[config.mk]
export PLATFORM = sky130hd
export DESIGN_NAME = imem_loader
export DESIGN_NICKNAME = d
export VERILOG_FILES = /design/src/rtl/imem_loader_pkg.sv /design/src/rtl/imem_word_packer.sv /design/src/rtl/imem_loader.sv
export SDC_FILE = /design/constraint.sdc
export NUM_CORES = 1
export LEC_CHECK = 0
export CORE_MARGIN = 3
export CORE_UTILIZATION = 55
export CTS_CLUSTER_DIAMETER = 150
export DETAILED_ROUTE_END_ITERATION = 16
export GPL_ROUTABILITY_DRIVEN = 0
export GPL_TIMING_DRIVEN = 0
export PLACE_DENSITY = 0.78
export SETUP_SLACK_MARGIN = 0.15
export SYNTH_ARGS = -nofsm -noshare
export SYNTH_HDL_FRONTEND = slang
export SYNTH_SLANG_ARGS = --single-unit
[constraint.sdc]
create_clock -name clk -period 3.3 [get_ports clk]
set_input_delay 0.66 -clock clk [delete_from_list [all_inputs] [get_ports clk]]
set_output_delay 0.66 -clock clk [all_outputs]
set_load 0.02 [all_outputs]
[src/rtl/imem_loader_pkg.sv]
// Shared types and widths for the instruction-memory boot loader.
// The state encoding is fixed at 3 bits so it can be probed from a debug bus.
package imem_loader_pkg;

    localparam int LEN_W  = 16;
    localparam int CSUM_W = 8;

    typedef enum logic [2:0] {
        ST_IDLE   = 3'd0,
        ST_LEN_HI = 3'd1,
        ST_LEN_LO = 3'd2,
        ST_DATA   = 3'd3,
        ST_CSUM   = 3'd4,
        ST_DONE   = 3'd5,
        ST_ERR    = 3'd6
    } state_e;

    // States in which the loader consumes a byte from the host link.
    function automatic logic accepts_byte(input state_e s);
        return (s == ST_LEN_HI) || (s == ST_LEN_LO) || (s == ST_DATA) || (s == ST_CSUM);
    endfunction

endpackage

[src/rtl/imem_word_packer.sv]
// Packs an MSB-first byte stream into 32-bit words.
// word_ready pulses, with word held stable, the cycle after the 4th byte.
module imem_word_packer (
    input  logic        clk,
    input  logic        rst_n,
    input  logic        clear,
    input  logic        valid,
    input  logic [7:0]  byte_in,
    output logic [31:0] word,
    output logic        word_ready
);

    logic [23:0] shift_q, shift_d;
    logic [1:0]  lane_q, lane_d;
    logic [31:0] word_q, word_d;
    logic        ready_q, ready_d;

    always_comb begin
        shift_d = shift_q;
        lane_d  = lane_q;
        word_d  = word_q;
        ready_d = 1'b0;
        if (clear) begin
            shift_d = '0;
            lane_d  = '0;
        end else if (valid) begin
            shift_d = {shift_q[15:0], byte_in};
            lane_d  = lane_q + 2'd1;
            if (lane_q == 2'd3) begin
                word_d  = {shift_q, byte_in};
                ready_d = 1'b1;
            end
        end
    end

    always_ff @(posedge clk) begin
        if (!rst_n) begin
            shift_q <= '0;
            lane_q  <= '0;
            word_q  <= '0;
            ready_q <= 1'b0;
        end else begin
            shift_q <= shift_d;
            lane_q  <= lane_d;
            word_q  <= word_d;
            ready_q <= ready_d;
        end
    end

    assign word       = word_q;
    assign word_ready = ready_q;

endmodule

[src/rtl/imem_loader.sv]
// Boot loader: stalls the CPU, streams LEN/data/CSUM from the host link into
// instruction memory and verifies an 8-bit additive checksum of the data bytes.
module imem_loader
    import imem_loader_pkg::*;
#(
    parameter int ADDR_W     = 10,
    parameter int MAX_WORDS  = 1024,
    parameter bit BOOT_STALL = 1'b0
) (
    input  logic              clk,
    input  logic              rst_n,
    input  logic              start,
    input  logic              rx_valid,
    input  logic [7:0]        rx_data,
    output logic              rx_ready,
    output logic              mem_we,
    output logic [ADDR_W-1:0] mem_waddr,
    output logic [31:0]       mem_wdata,
    output logic              cpu_stall,
    output logic              busy,
    output logic              done,
    output logic              err
);

    state_e              state_q, state_d;
    logic [LEN_W-1:0]    len_q, len_d;
    logic [LEN_W-1:0]    word_cnt_q, word_cnt_d;
    logic [1:0]          lane_q, lane_d;
    logic [CSUM_W-1:0]   csum_q, csum_d;
    logic [ADDR_W-1:0]   waddr_q, waddr_d;
    logic                stall_q, stall_d;
    logic                err_q, err_d;

    logic                byte_fire;
    logic                start_ok;
    logic [LEN_W-1:0]    len_full;
    logic                pk_ready;
    logic [31:0]         pk_word;

    assign rx_ready  = accepts_byte(state_q);
    assign byte_fire = rx_valid && rx_ready;
    assign start_ok  = start && (state_q == ST_IDLE);
    assign len_full  = {len_q[LEN_W-1:8], rx_data};

    imem_word_packer u_packer (
        .clk        (clk),
        .rst_n      (rst_n),
        .clear      (start_ok),
        .valid      (byte_fire && (state_q == ST_DATA)),
        .byte_in    (rx_data),
        .word       (pk_word),
        .word_ready (pk_ready)
    );

    always_comb begin
        state_d    = state_q;
        len_d      = len_q;
        word_cnt_d = word_cnt_q;
        lane_d     = lane_q;
        csum_d     = csum_q;
        waddr_d    = waddr_q;
        stall_d    = stall_q;
        err_d      = err_q;

        // Address advances after each write; a new session overrides it below.
        if (pk_ready) begin
            waddr_d = waddr_q + ADDR_W'(1);
        end

        case (state_q)
            ST_IDLE: begin
                if (start) begin
                    state_d    = ST_LEN_HI;
                    stall_d    = 1'b1;
                    err_d      = 1'b0;
                    waddr_d    = '0;
                    csum_d     = '0;
                    len_d      = '0;
                    word_cnt_d = '0;
                    lane_d     = '0;
                end
            end
            ST_LEN_HI: begin
                if (byte_fire) begin
                    len_d   = {rx_data, 8'h00};
                    state_d = ST_LEN_LO;
                end
            end
            ST_LEN_LO: begin
                if (byte_fire) begin
                    len_d = len_full;
                    if (len_full > LEN_W'(MAX_WORDS)) begin
                        state_d = ST_ERR;
                        err_d   = 1'b1;
                    end else if (len_full == '0) begin
                        state_d = ST_CSUM;
                    end else begin
                        state_d = ST_DATA;
                    end
                end
            end
            ST_DATA: begin
                if (byte_fire) begin
                    csum_d = csum_q + rx_data;
                    lane_d = lane_q + 2'd1;
                    if (lane_q == 2'd3) begin
                        word_cnt_d = word_cnt_q + LEN_W'(1);
                        if (word_cnt_q + LEN_W'(1) == len_q) begin
                            state_d = ST_CSUM;
                        end
                    end
                end
            end
            ST_CSUM: begin
                if (byte_fire) begin
                    if (rx_data == csum_q) begin
                        state_d = ST_DONE;
                    end else begin
                        state_d = ST_ERR;
                        err_d   = 1'b1;
                    end
                end
            end
            ST_DONE: begin
                state_d = ST_IDLE;
                stall_d = 1'b0;
            end
            ST_ERR: begin
                state_d = ST_IDLE;
            end
            default: begin
                state_d = ST_IDLE;
            end
        endcase
    end

    always_ff @(posedge clk) begin
        if (!rst_n) begin
            state_q    <= ST_IDLE;
            len_q      <= '0;
            word_cnt_q <= '0;
            lane_q     <= '0;
            csum_q     <= '0;
            waddr_q    <= '0;
            stall_q    <= BOOT_STALL;
            err_q      <= 1'b0;
        end else begin
            state_q    <= state_d;
            len_q      <= len_d;
            word_cnt_q <= word_cnt_d;
            lane_q     <= lane_d;
            csum_q     <= csum_d;
            waddr_q    <= waddr_d;
            stall_q    <= stall_d;
            err_q      <= err_d;
        end
    end

    assign mem_we    = pk_ready;
    assign mem_waddr = waddr_q;
    assign mem_wdata = pk_word;
    assign cpu_stall = stall_q;
    assign busy      = (state_q != ST_IDLE);
    assign done      = (state_q == ST_DONE);
    assign err       = err_q;

endmodule

==> metrics.log <==
INFO  metric grt_usage = between 20% and 30%
INFO  metric dr_total_vias = a little over 5000
INFO  metric worstPathMaxFanout = 10
INFO  metric post-route-drc-count = 0
INFO  metric min_path_type = reg -> reg
INFO  metric h-tree-depth = 4
INFO  metric crit_type = reg -> out
INFO  metric finalNetCount = 769
INFO  metric largest_net_degree_at_the_start_of_global_routing = 17
INFO  metric number_of_global_route_vias_before_repair = between 4000 and 5000
INFO  metric yosysSeqAreaShare = between 40% and 50%
INFO  metric final.setup_skew = 0.01051 ns
INFO  metric regToRegStartpoint = word_cnt_q[0]$_SDFFE_PN0P_
INFO  metric die_outline_width = about 100 microns
INFO  metric drt-vias-per-instance = approximately 5.7
INFO  metric start_util = a little under three fifths
INFO  metric syn_area_per_cell = 7.973 sq um
INFO  metric critPathRequiredTime = 2.64 ns
INFO  metric routed_wire_length_per_instance = around 16 microns
INFO  metric fp-row-count = 35
INFO  metric total_leakage_power = 2.341 nW
INFO  metric tritoncts = built
INFO  metric detailedRoute.firstPassIterationCount = 5
INFO  metric cp-start-kind = flip-flop
INFO  metric setup_repair_after_global_routing_missed_its_margin = false
INFO  metric final_max_slew_viol_count = 0
INFO  metric ctsResizeCount = 0
INFO  metric cts_max_path_buffers = 2
INFO  metric total_non_filler_cell_area_in_the_finished_layout = between 0.006 and 0.007 sq mm
INFO  metric netlist_instances = 669
INFO  metric irDropWorstVdd = about 0.45 mV
INFO  metric timing.fmax = around 0.33 GHz
INFO  metric layout_min_cycle_time = 3.012 ns
INFO  metric clkSlewWorstSetupHoldPaths = roughly 0.060 ns
INFO  metric synthesis.nets = 693
INFO  metric die_height = ~100 microns
INFO  metric hold_depth = 2
INFO  metric fin_util = a little over 70%
INFO  metric global_route_wire_length_before_repair = about 23 mm
INFO  metric filler_cell_count = 759
INFO  metric count_of_different_cell_masters_after_synthesis = 58
INFO  metric min_delay_worst_endpoint = u_packer.word[26]$_SDFFE_PN0P_
INFO  metric finalSetupViolCount = 0
INFO  metric post-cts-setup-buffers = 0
INFO  metric top_level_ports = 60
INFO  metric ys.flop_type = dfxtp_1
INFO  metric area_delta_synth_final = 24.23%
INFO  metric tritoncts.num_buffers = 17
INFO  metric worstSetupEndpointType = primary output
INFO  metric rrSetupSlack = 0.59 ns
INFO  metric antenna_violating_nets_left = 0
INFO  metric core-area = approximately 0.0093 sq mm
INFO  metric number_of_sinks_handled_by_clock_tree_synthesis = approximately 120
INFO  metric pwr_density_cell = 610.9 mW/mm^2
INFO  metric timing.final.crit_share = roughly 90%
INFO  metric arrival_time_of_data_at_the_critical_path_endpoint = roughly 2.4 ns
INFO  metric drive_gt1_share = under 10%
INFO  metric reg2regPathDepth = 8
INFO  metric yosys_register_bits = approximately 120
INFO  metric clock_insertion_delay_worst_skew = 0.51 ns
INFO  metric drt-total-wl = roughly 14 mm
INFO  metric hp-start = u_packer.shift_q[18]$_SDFFE_PP0P_
INFO  metric design.die.area = about 0.011 sq mm
INFO  metric dpl-instance-area = ~0.0061 sq mm
INFO  metric grt_remaining_overflow = 0
INFO  metric cts_root_buf = clkbuf_8
INFO  metric slew-limit-headroom = between 30% and 40%
INFO  metric antenna_found_initial = 0
INFO  metric n_antenna_cell = 0
INFO  metric io_buffers = 57
INFO  metric finalHoldViolations = 0
INFO  metric place_hpwl = around 9.7 mm
INFO  metric status = finished clean
INFO  metric maxCapViolCount = 0
INFO  metric yosys_warnings = 0
INFO  metric hold_buffers = 0
INFO  metric postSynth.asyncResetShare = 0%
INFO  metric synth-edff-count = 0
INFO  metric worstMarginPinSlew = 0.9092 ns
INFO  metric drt_iter0_drc = 356
INFO  metric reg_to_reg_end = state_q[0]$_SDFFE_PN0P_
INFO  metric synthesized_area = 0.005334 sq mm
INFO  metric finalHoldWorstSlack = around 0.45 ns
state kept, by name, summed over array words and instances (netlist names):
name,cells
cpu_stall,1
csum_q,8
err,1
lane_q,2
len_q,16
mem_waddr,10
state_q,3
u_packer.lane_q,2
u_packer.shift_q,24
u_packer.word,32
u_packer.word_ready,1
word_cnt_q,16
kinds of logic (layout without fill, tap and decap cells):
logic type,Yosys count,in the layout,synth area share (%)
compound gates,152,152,17.10
buf+inv,52,141,3.800
mux,3,3,0.5864
simple gates,293,293,25.03
fa+ha+maj,12,12,2.956
xor+xnor,41,41,6.990
flops,116,116,43.54
per-layer routing:
metal / global-route usage (%) / wire length [microns] / up-vias
met4: 7.597 / 182 / 0
met5: 0 / 0 / -
li1: - / - / 2468
met2: 45.34 / 6823 / 188
met1: 31.71 / 5887 / 2399
met3: 5.525 / 874 / 17
placed cells by master, fill, tap and decap left out, drive strengths merged, types with 17 or more instances in the layout:
cell and n:
clkbuf 48, clkdlybuf4s50 57, nor3 20, dfxtp 116, a22oi 19, nand3 19
a21oi 82, inv 18, nor2 60, nand2 149, xor2 17, xnor2 23
worst max path at each step:
stage          slack, ns               startpoint  depth (start not counted)                 endpoint
2_1_floorplan       0.79               rx_data[3]                          5  state_q[1]$_SDFFE_PN0P_
6_report            0.29  state_q[0]$_SDFFE_PN0P_                          4                 rx_ready
3_3_place_gp       -0.06               rx_data[3]                          6  state_q[1]$_SDFFE_PN0P_
4_1_cts             0.33  state_q[0]$_SDFFE_PN0P_                          4                 rx_ready
3_5_place_dp       -0.07               rx_data[3]                          6  state_q[1]$_SDFFE_PN0P_
5_1_grt             0.19  state_q[0]$_SDFFE_PN0P_                          4                 rx_ready
critical path: stages, from the launching register on:
cell             delay (ns)
dfxtp_1                0.42
clkbuf_1               0.39
nor2_1                 0.19
xnor2_1                0.21
clkdlybuf4s50_1        0.64
per-stage QoR:
| stage | std cells | setup slack (ns) | TNS, ns | total power [mW] |
|---|---|---|---|---|
| final | 887 | 0.2877 | 0 | 4.048 |
| after global routing | 887 | 0.1919 | 0 | 4.226 |
| after CTS | 887 | 0.3288 | 0 | 4.052 |
| after detailed placement | 855 | -0.07420 | -0.1318 | 2.337 |
| after global placement | 855 | -0.05639 | -0.09802 | 2.316 |
| after floorplan | 669 | 0.7858 | 0 | 2.100 |
cells in the mapped netlist, drive strengths merged, types with 2 or more instances:
library cell	count	area, sq um
o22ai	3	18.77
o21a	2	15.01
mux2i	2	20.02
buf	10	45.04
o21ai	16	80.07
or4	3	26.27
nor3b	4	40.03
ha	11	137.6
or3	2	12.51
and2	2	12.51
nand4	11	90.08
or2	3	18.77
a21o	2	15.01
nor3	20	110.1
xnor2	23	201.4
inv	11	41.29
a31oi	6	37.54
clkbuf	31	116.4
a311oi	3	32.53
xor2	17	148.9
o31ai	3	22.52
nor2	60	225.2
nor4	6	50.04
nand3	19	95.09
dfxtp	116	2322
nor2b	7	43.79
nand2	149	559.3
a21boi	3	22.52
a21oi	82	410.4
and3	3	18.77
o211a	3	30.03
a211oi	2	15.01
a22oi	19	142.6
report_power, final:
| part | leakage, nW | total (mW) | internal [mW] | switching [mW] |
|---|---|---|---|---|
| logic | 1.13 | 0.812 | 0.278 | 0.534 |
| clock network | 0.276 | 1.71 | 1.02 | 0.694 |
| registers | 0.936 | 1.53 | 1.47 | 0.0604 |
area by class of cell:
cell class / count / area (sq um) / share of cell area [%]
flip-flops and latches: 116 / 2322 / 35.05
multi-input cells: 501 / 2809 / 42.39
inverters: 11 / 41.29 / 0.6231
repair buffers: 57 / 570.5 / 8.610
plain buffers: 41 / 161.4 / 2.436
clock inverters: 15 / 146.4 / 2.209
clock buffers: 17 / 414.1 / 6.250
well taps: 129 / 161.4 / 2.436
No activity file was read; power rests on OpenSTA's default activity.
